[config.mk]
export PLATFORM = sky130hd
export DESIGN_NAME = mem_port_arbiter
export DESIGN_NICKNAME = d
export VERILOG_FILES = /design/src/rtl/mem_port_arbiter_pkg.sv /design/src/rtl/arb_starve_counter.sv /design/src/rtl/mem_port_arbiter.sv
export SDC_FILE = /design/constraint.sdc
export NUM_CORES = 1
export LEC_CHECK = 0
export ABC_AREA = 1
export CAP_MARGIN = 30
export CORE_MARGIN = 4
export CORE_UTILIZATION = 38
export CTS_CLUSTER_SIZE = 12
export DETAILED_ROUTE_END_ITERATION = 6
export GPL_ROUTABILITY_DRIVEN = 0
export PLACE_DENSITY = 0.75
export SYNTH_ARGS = -nofsm -noshare
export SYNTH_HDL_FRONTEND = slang
export SYNTH_HIERARCHICAL = 1
export SYNTH_SLANG_ARGS = --single-unit
[constraint.sdc]
create_clock -name clk -period 1.6 [get_ports clk]
set_input_delay 0.24 -clock clk [delete_from_list [all_inputs] [get_ports clk]]
set_output_delay 0.24 -clock clk [all_outputs]
set_load 0.005 [all_outputs]
[src/rtl/mem_port_arbiter_pkg.sv]
// Shared constants and state type for the fetch/data memory port arbiter.
package mem_port_arbiter_pkg;

  localparam int WORD_WIDTH = 32;
  localparam int ARB_STATE_W = 2;
  localparam int BE_W = 4;
  localparam int CNT_W = 4;

  typedef enum logic [ARB_STATE_W-1:0] {
    ARB_IDLE   = 2'd0,
    ARB_BUSY_I = 2'd1,
    ARB_BUSY_D = 2'd2
  } arb_state_e;

endpackage

[src/rtl/arb_starve_counter.sv]
// Saturating count of data grants taken while a fetch was waiting.
module arb_starve_counter
  import mem_port_arbiter_pkg::*;
#(
  parameter int STARVE_MAX = 4
) (
  input  logic clk,
  input  logic rst,
  input  logic inc,
  input  logic clr,
  output logic sat
);

  logic [CNT_W-1:0] cnt_q;
  logic [CNT_W-1:0] cnt_d;

  assign sat = (cnt_q == CNT_W'(STARVE_MAX));

  always_comb begin
    cnt_d = cnt_q;
    if (clr) begin
      cnt_d = '0;
    end else if (inc && !sat) begin
      cnt_d = cnt_q + 1'b1;
    end
  end

  always_ff @(posedge clk or negedge rst) begin
    if (!rst) begin
      cnt_q <= '0;
    end else begin
      cnt_q <= cnt_d;
    end
  end

endmodule

[src/rtl/mem_port_arbiter.sv]
// Shares one memory bus between fetch and data ports.
// Data wins ties unless fetch has been starved long enough.
module mem_port_arbiter
  import mem_port_arbiter_pkg::*;
#(
  parameter int W = WORD_WIDTH,
  parameter int STARVE_MAX = 4
) (
  input  logic            clk,
  input  logic            rst,
  input  logic            if_req,
  input  logic [W-1:0]    if_addr,
  output logic            if_ack,
  output logic [W-1:0]    if_rdata,
  input  logic            d_req,
  input  logic            d_we,
  input  logic [W-1:0]    d_addr,
  input  logic [W-1:0]    d_wdata,
  input  logic [BE_W-1:0] d_be,
  output logic            d_ack,
  output logic [W-1:0]    d_rdata,
  output logic            mem_req,
  output logic            mem_we,
  output logic [W-1:0]    mem_addr,
  output logic [W-1:0]    mem_wdata,
  output logic [BE_W-1:0] mem_be,
  input  logic            mem_ack,
  input  logic [W-1:0]    mem_rdata,
  output logic            busy
);

  arb_state_e state_q, state_d;

  logic            mem_req_q, mem_req_d;
  logic            mem_we_q, mem_we_d;
  logic [W-1:0]    mem_addr_q, mem_addr_d;
  logic [W-1:0]    mem_wdata_q, mem_wdata_d;
  logic [BE_W-1:0] mem_be_q, mem_be_d;
  logic            if_ack_q, if_ack_d;
  logic            d_ack_q, d_ack_d;
  logic [W-1:0]    if_rdata_q, if_rdata_d;
  logic [W-1:0]    d_rdata_q, d_rdata_d;

  logic in_idle;
  logic if_elig;
  logic d_elig;
  logic sat;
  logic grant_i;
  logic grant_d;

  // A port whose ack is still showing is not eligible again yet.
  assign in_idle = (state_q == ARB_IDLE);
  assign if_elig = if_req && !if_ack_q;
  assign d_elig  = d_req && !d_ack_q;
  assign grant_i = in_idle && if_elig && (!d_elig || sat);
  assign grant_d = in_idle && d_elig && !grant_i;

  arb_starve_counter #(
    .STARVE_MAX(STARVE_MAX)
  ) u_starve (
    .clk(clk),
    .rst(rst),
    .inc(grant_d && if_elig),
    .clr(grant_i),
    .sat(sat)
  );

  always_comb begin
    state_d     = state_q;
    mem_req_d   = mem_req_q;
    mem_we_d    = mem_we_q;
    mem_addr_d  = mem_addr_q;
    mem_wdata_d = mem_wdata_q;
    mem_be_d    = mem_be_q;
    if_ack_d    = 1'b0;
    d_ack_d     = 1'b0;
    if_rdata_d  = if_rdata_q;
    d_rdata_d   = d_rdata_q;
    unique case (state_q)
      ARB_IDLE: begin
        unique case (1'b1)
          grant_i: begin
            state_d    = ARB_BUSY_I;
            mem_req_d  = 1'b1;
            mem_we_d   = 1'b0;
            mem_addr_d = if_addr;
            mem_be_d   = '1;
          end
          grant_d: begin
            state_d     = ARB_BUSY_D;
            mem_req_d   = 1'b1;
            mem_we_d    = d_we;
            mem_addr_d  = d_addr;
            mem_wdata_d = d_wdata;
            mem_be_d    = d_be;
          end
          default: ;
        endcase
      end
      ARB_BUSY_I: begin
        if (mem_ack) begin
          state_d    = ARB_IDLE;
          mem_req_d  = 1'b0;
          if_ack_d   = 1'b1;
          if_rdata_d = mem_rdata;
        end
      end
      ARB_BUSY_D: begin
        if (mem_ack) begin
          state_d   = ARB_IDLE;
          mem_req_d = 1'b0;
          d_ack_d   = 1'b1;
          if (!mem_we_q) begin
            d_rdata_d = mem_rdata;
          end
        end
      end
      default: begin
        state_d   = ARB_IDLE;
        mem_req_d = 1'b0;
      end
    endcase
  end

  always_ff @(posedge clk or negedge rst) begin
    if (!rst) begin
      state_q     <= ARB_IDLE;
      mem_req_q   <= 1'b0;
      mem_we_q    <= 1'b0;
      mem_addr_q  <= '0;
      mem_wdata_q <= '0;
      mem_be_q    <= '0;
      if_ack_q    <= 1'b0;
      d_ack_q     <= 1'b0;
      if_rdata_q  <= '0;
      d_rdata_q   <= '0;
    end else begin
      state_q     <= state_d;
      mem_req_q   <= mem_req_d;
      mem_we_q    <= mem_we_d;
      mem_addr_q  <= mem_addr_d;
      mem_wdata_q <= mem_wdata_d;
      mem_be_q    <= mem_be_d;
      if_ack_q    <= if_ack_d;
      d_ack_q     <= d_ack_d;
      if_rdata_q  <= if_rdata_d;
      d_rdata_q   <= d_rdata_d;
    end
  end

  assign mem_req   = mem_req_q;
  assign mem_we    = mem_we_q;
  assign mem_addr  = mem_addr_q;
  assign mem_wdata = mem_wdata_q;
  assign mem_be    = mem_be_q;
  assign if_ack    = if_ack_q;
  assign d_ack     = d_ack_q;
  assign if_rdata  = if_rdata_q;
  assign d_rdata   = d_rdata_q;
  assign busy      = (state_q != ARB_IDLE);

endmodule

==> results.md <==
* Peak Freq at 588 MHz
* Critical Path Start Type: flip-flop
* Final hold vios at 0
* HPWL Detailed at 13800 um
* Worst r2r src: u_starve/cnt_q[0]
* Area added between synthesis and finish at 74.6%
* Nets at 1152
* Distinct cells, synth at 25
* Initial antenna violation count at 0
* Clock transition at the registers of the reported paths at 0.06 ns
* Total nets after synthesis at 855
* Commonest non-fill, non-tap cell in the layout: clkdlybuf4s50_1
* Critical Path End Type: flip-flop
* Post-route clock period utilization at 106%
* Worst R2R End: mem_addr[3]
* Wirelength per Cell at 17.5 um
* Final Critical Period at 1.70 ns
* Reg2Reg Depth at 10
* Starting Density at 38.7%
* Most frequent cells in the layout: 252 x clkdlybuf4s50_1, 185 x nand2_1, 142 x dfrtp_1
* Seq/Total Area, Yosys at 58.0%
* First-pass GRT wire length at 30300 um
* Worst EP required at 1.89 ns
* ANT nets after route at 0
* TritonCTS Buffers at 17
* Slack of the critical path at -0.100 ns
* Vert. Die Dim at 135 um
* Die width at 135 um
* Number of synthesized register bits at 142
* IO Pins at 275
* CP max FO at 10
* DRC Markers at 0
* Placed Cells at 1186
* Routed via count at 5964
* Clk_lat worst skew at 0.42 ns
* Row count at 46
* Post-Route WL at 21700 um
* 1st-iter DRT viols at 402
* Post-route insts no fill at 1238
* RSZ-0062 raised after global routing: yes
* Crit Path Class: flip-flop to flip-flop
* Share of cells above drive strength 1 at 17.7%
* Core ar. at 15800 um^2
* Max-slew violation count at 0
* Cells after Synth at 712
* Area of the mapped netlist at 6120 um^2
* Max Cap Violations at 0
* Floorplan die area at 18200 um^2
* Largest cells by area after synthesis: dfrtp_1 58%, nand2_1 12%, nand3_1 8.3%
* Top cell type's share of synthesized area at 58.0%
* Max_slew headroom at 74.4%
* Data arrival, critical path at 1.99 ns
* P_leak at 5.30 nW
* Port-buffer cells at 274
* Total gr overflow at 0
* Largest net degree at the start of global routing at 65
* Longest Clk Path Bufs at 2
* CTS tree: built
* # diodes at 0
* Ys Warns at 6
* Peak VDD IR at 988 uV
* CTS H-tree depth at 4
* Mean Syn Cell Area at 8.60 um^2
* Vias per cell at 4.82
* Clk sinks at 142
* R2R Setup Slk at -0.10 ns
* Root Driver: clkbuf_16
* Final setup vio count at 69
* Pwr Total at 19.0 mW
* Vias in the first global route at 5730
* P per Cell Area at 1780 nW/um^2
* Status: finished with violations
* Violated checks: setup timing
* DR pass1 iterations at 6
* Pin slew with the least headroom to its limit at 0.384 ns
* Hold Crit Class: input port to asynchronous set/reset pin
* Most area-hungry cell type in the Yosys netlist: dfrtp_1
* GR Util All Layers at 21.3%
* Fin Clk Skew at 0.0105 ns
[cell type report]
type | instances | area (um^2)
fill | 1193 | 5140
sequential | 142 | 3550
timing repair buffer | 319 | 3480
multi-input combinational | 449 | 2470
clock buffer | 20 | 457
inverter | 80 | 300
tap | 216 | 270
clock inverter | 12 | 156
[stage by stage]
stage          hold WS, ns  setup slack, ns  setup TNS, ns  util [%]  area, um^2
6_report             0.300           -0.100          -2.69      67.5       10700
4_1_cts              0.294          -0.0615          -1.47      62.7        9920
2_1_floorplan      -0.0556          0.00120              0         -        6130
5_1_grt              0.336           -0.174          -8.83      67.5       10700
3_5_place_dp         0.177          -0.0704          -2.22      58.5        9260
3_3_place_gp         0.177          -0.0467          -1.58      58.5        9260
[routing by layer]
metal  vias up  GRT usage, %  part of all wire (%)
met4         0          7.78                   2.2
met5         -             0                     0
li1       2831             -                     -
met2       274          33.5                    48
met1      2823          26.6                    38
met3        36          8.61                    12
[power breakdown]
| group | internal (mW) | switching [mW] | total [mW] |
|---|---|---|---|
| Clock | 2.55 | 1.59 | 4.14 |
| Sequential | 5.21 | 0.943 | 6.16 |
| Combinational | 4.86 | 3.85 | 8.71 |
[synthesized netlist by cell type (all sizes together)]
cell type and n:
nand2 214, dfrtp 142, nand3 103, inv 80, o21ai 69, nor2 50
buf 29, clkbuf 12, ha 5, nand4 3, or2 3, nand3b 1
o211ai 1
[logic make-up after synthesis]
family	share of synthesized area [%]
AO/OA/AOI/OAI	5.76
adder cells (fa/ha/maj)	1.02
buffers and inverters	8.87
flip-flops	58.0
AND/OR/NAND/NOR	26.3
[sequential cells by signal, indices dropped and copies added (netlist names)]
register	flops
d_rdata	32
if_rdata	32
mem_addr	32
mem_wdata	32
mem_be	4
u_starve/cnt_q	4
state_q	2
d_ack	1
if_ack	1
mem_req	1
mem_we	1
[timing repair]
item                                    in CTS  in global routing
setup buffers                                2                  4
hold endpoints to repair                    34                  0
hold buffers                                 1                  0
pin swaps                                    2                 14
cloned                                       0                 13
endpoints found under the setup margin      59                 94
gates resized for setup                     10                114
[worst max-delay path, cell delays in order (launching register included)]
cell       delay, ns
dfrtp_1         0.39
inv_2           0.08
ha_4            0.12
nand2_2         0.05
nor2_2          0.13
nand3b_1        0.15
nand2_2         0.13
buf_12          0.18
clkbuf_16       0.17
nand3_1         0.07
nand3_1         0.09
[worst max-delay path by stage]
| stage | startpoint | endpoint | slack, ns | cells past startpoint |
|---|---|---|---|---|
| after global placement | if_req | mem_addr[16] | -0.05 | 8 |
| after CTS | u_starve/cnt_q[0] | mem_addr[12] | -0.06 | 10 |
| after global routing | u_starve/cnt_q[0] | mem_addr[3] | -0.17 | 10 |
| final | u_starve/cnt_q[0] | mem_addr[3] | -0.10 | 10 |
| after detailed placement | if_req | mem_addr[12] | -0.07 | 8 |
| after floorplan | u_starve/cnt_q[0] | mem_wdata[0] | 0.001 | 10 |
(Power assumes the default switching activity.)
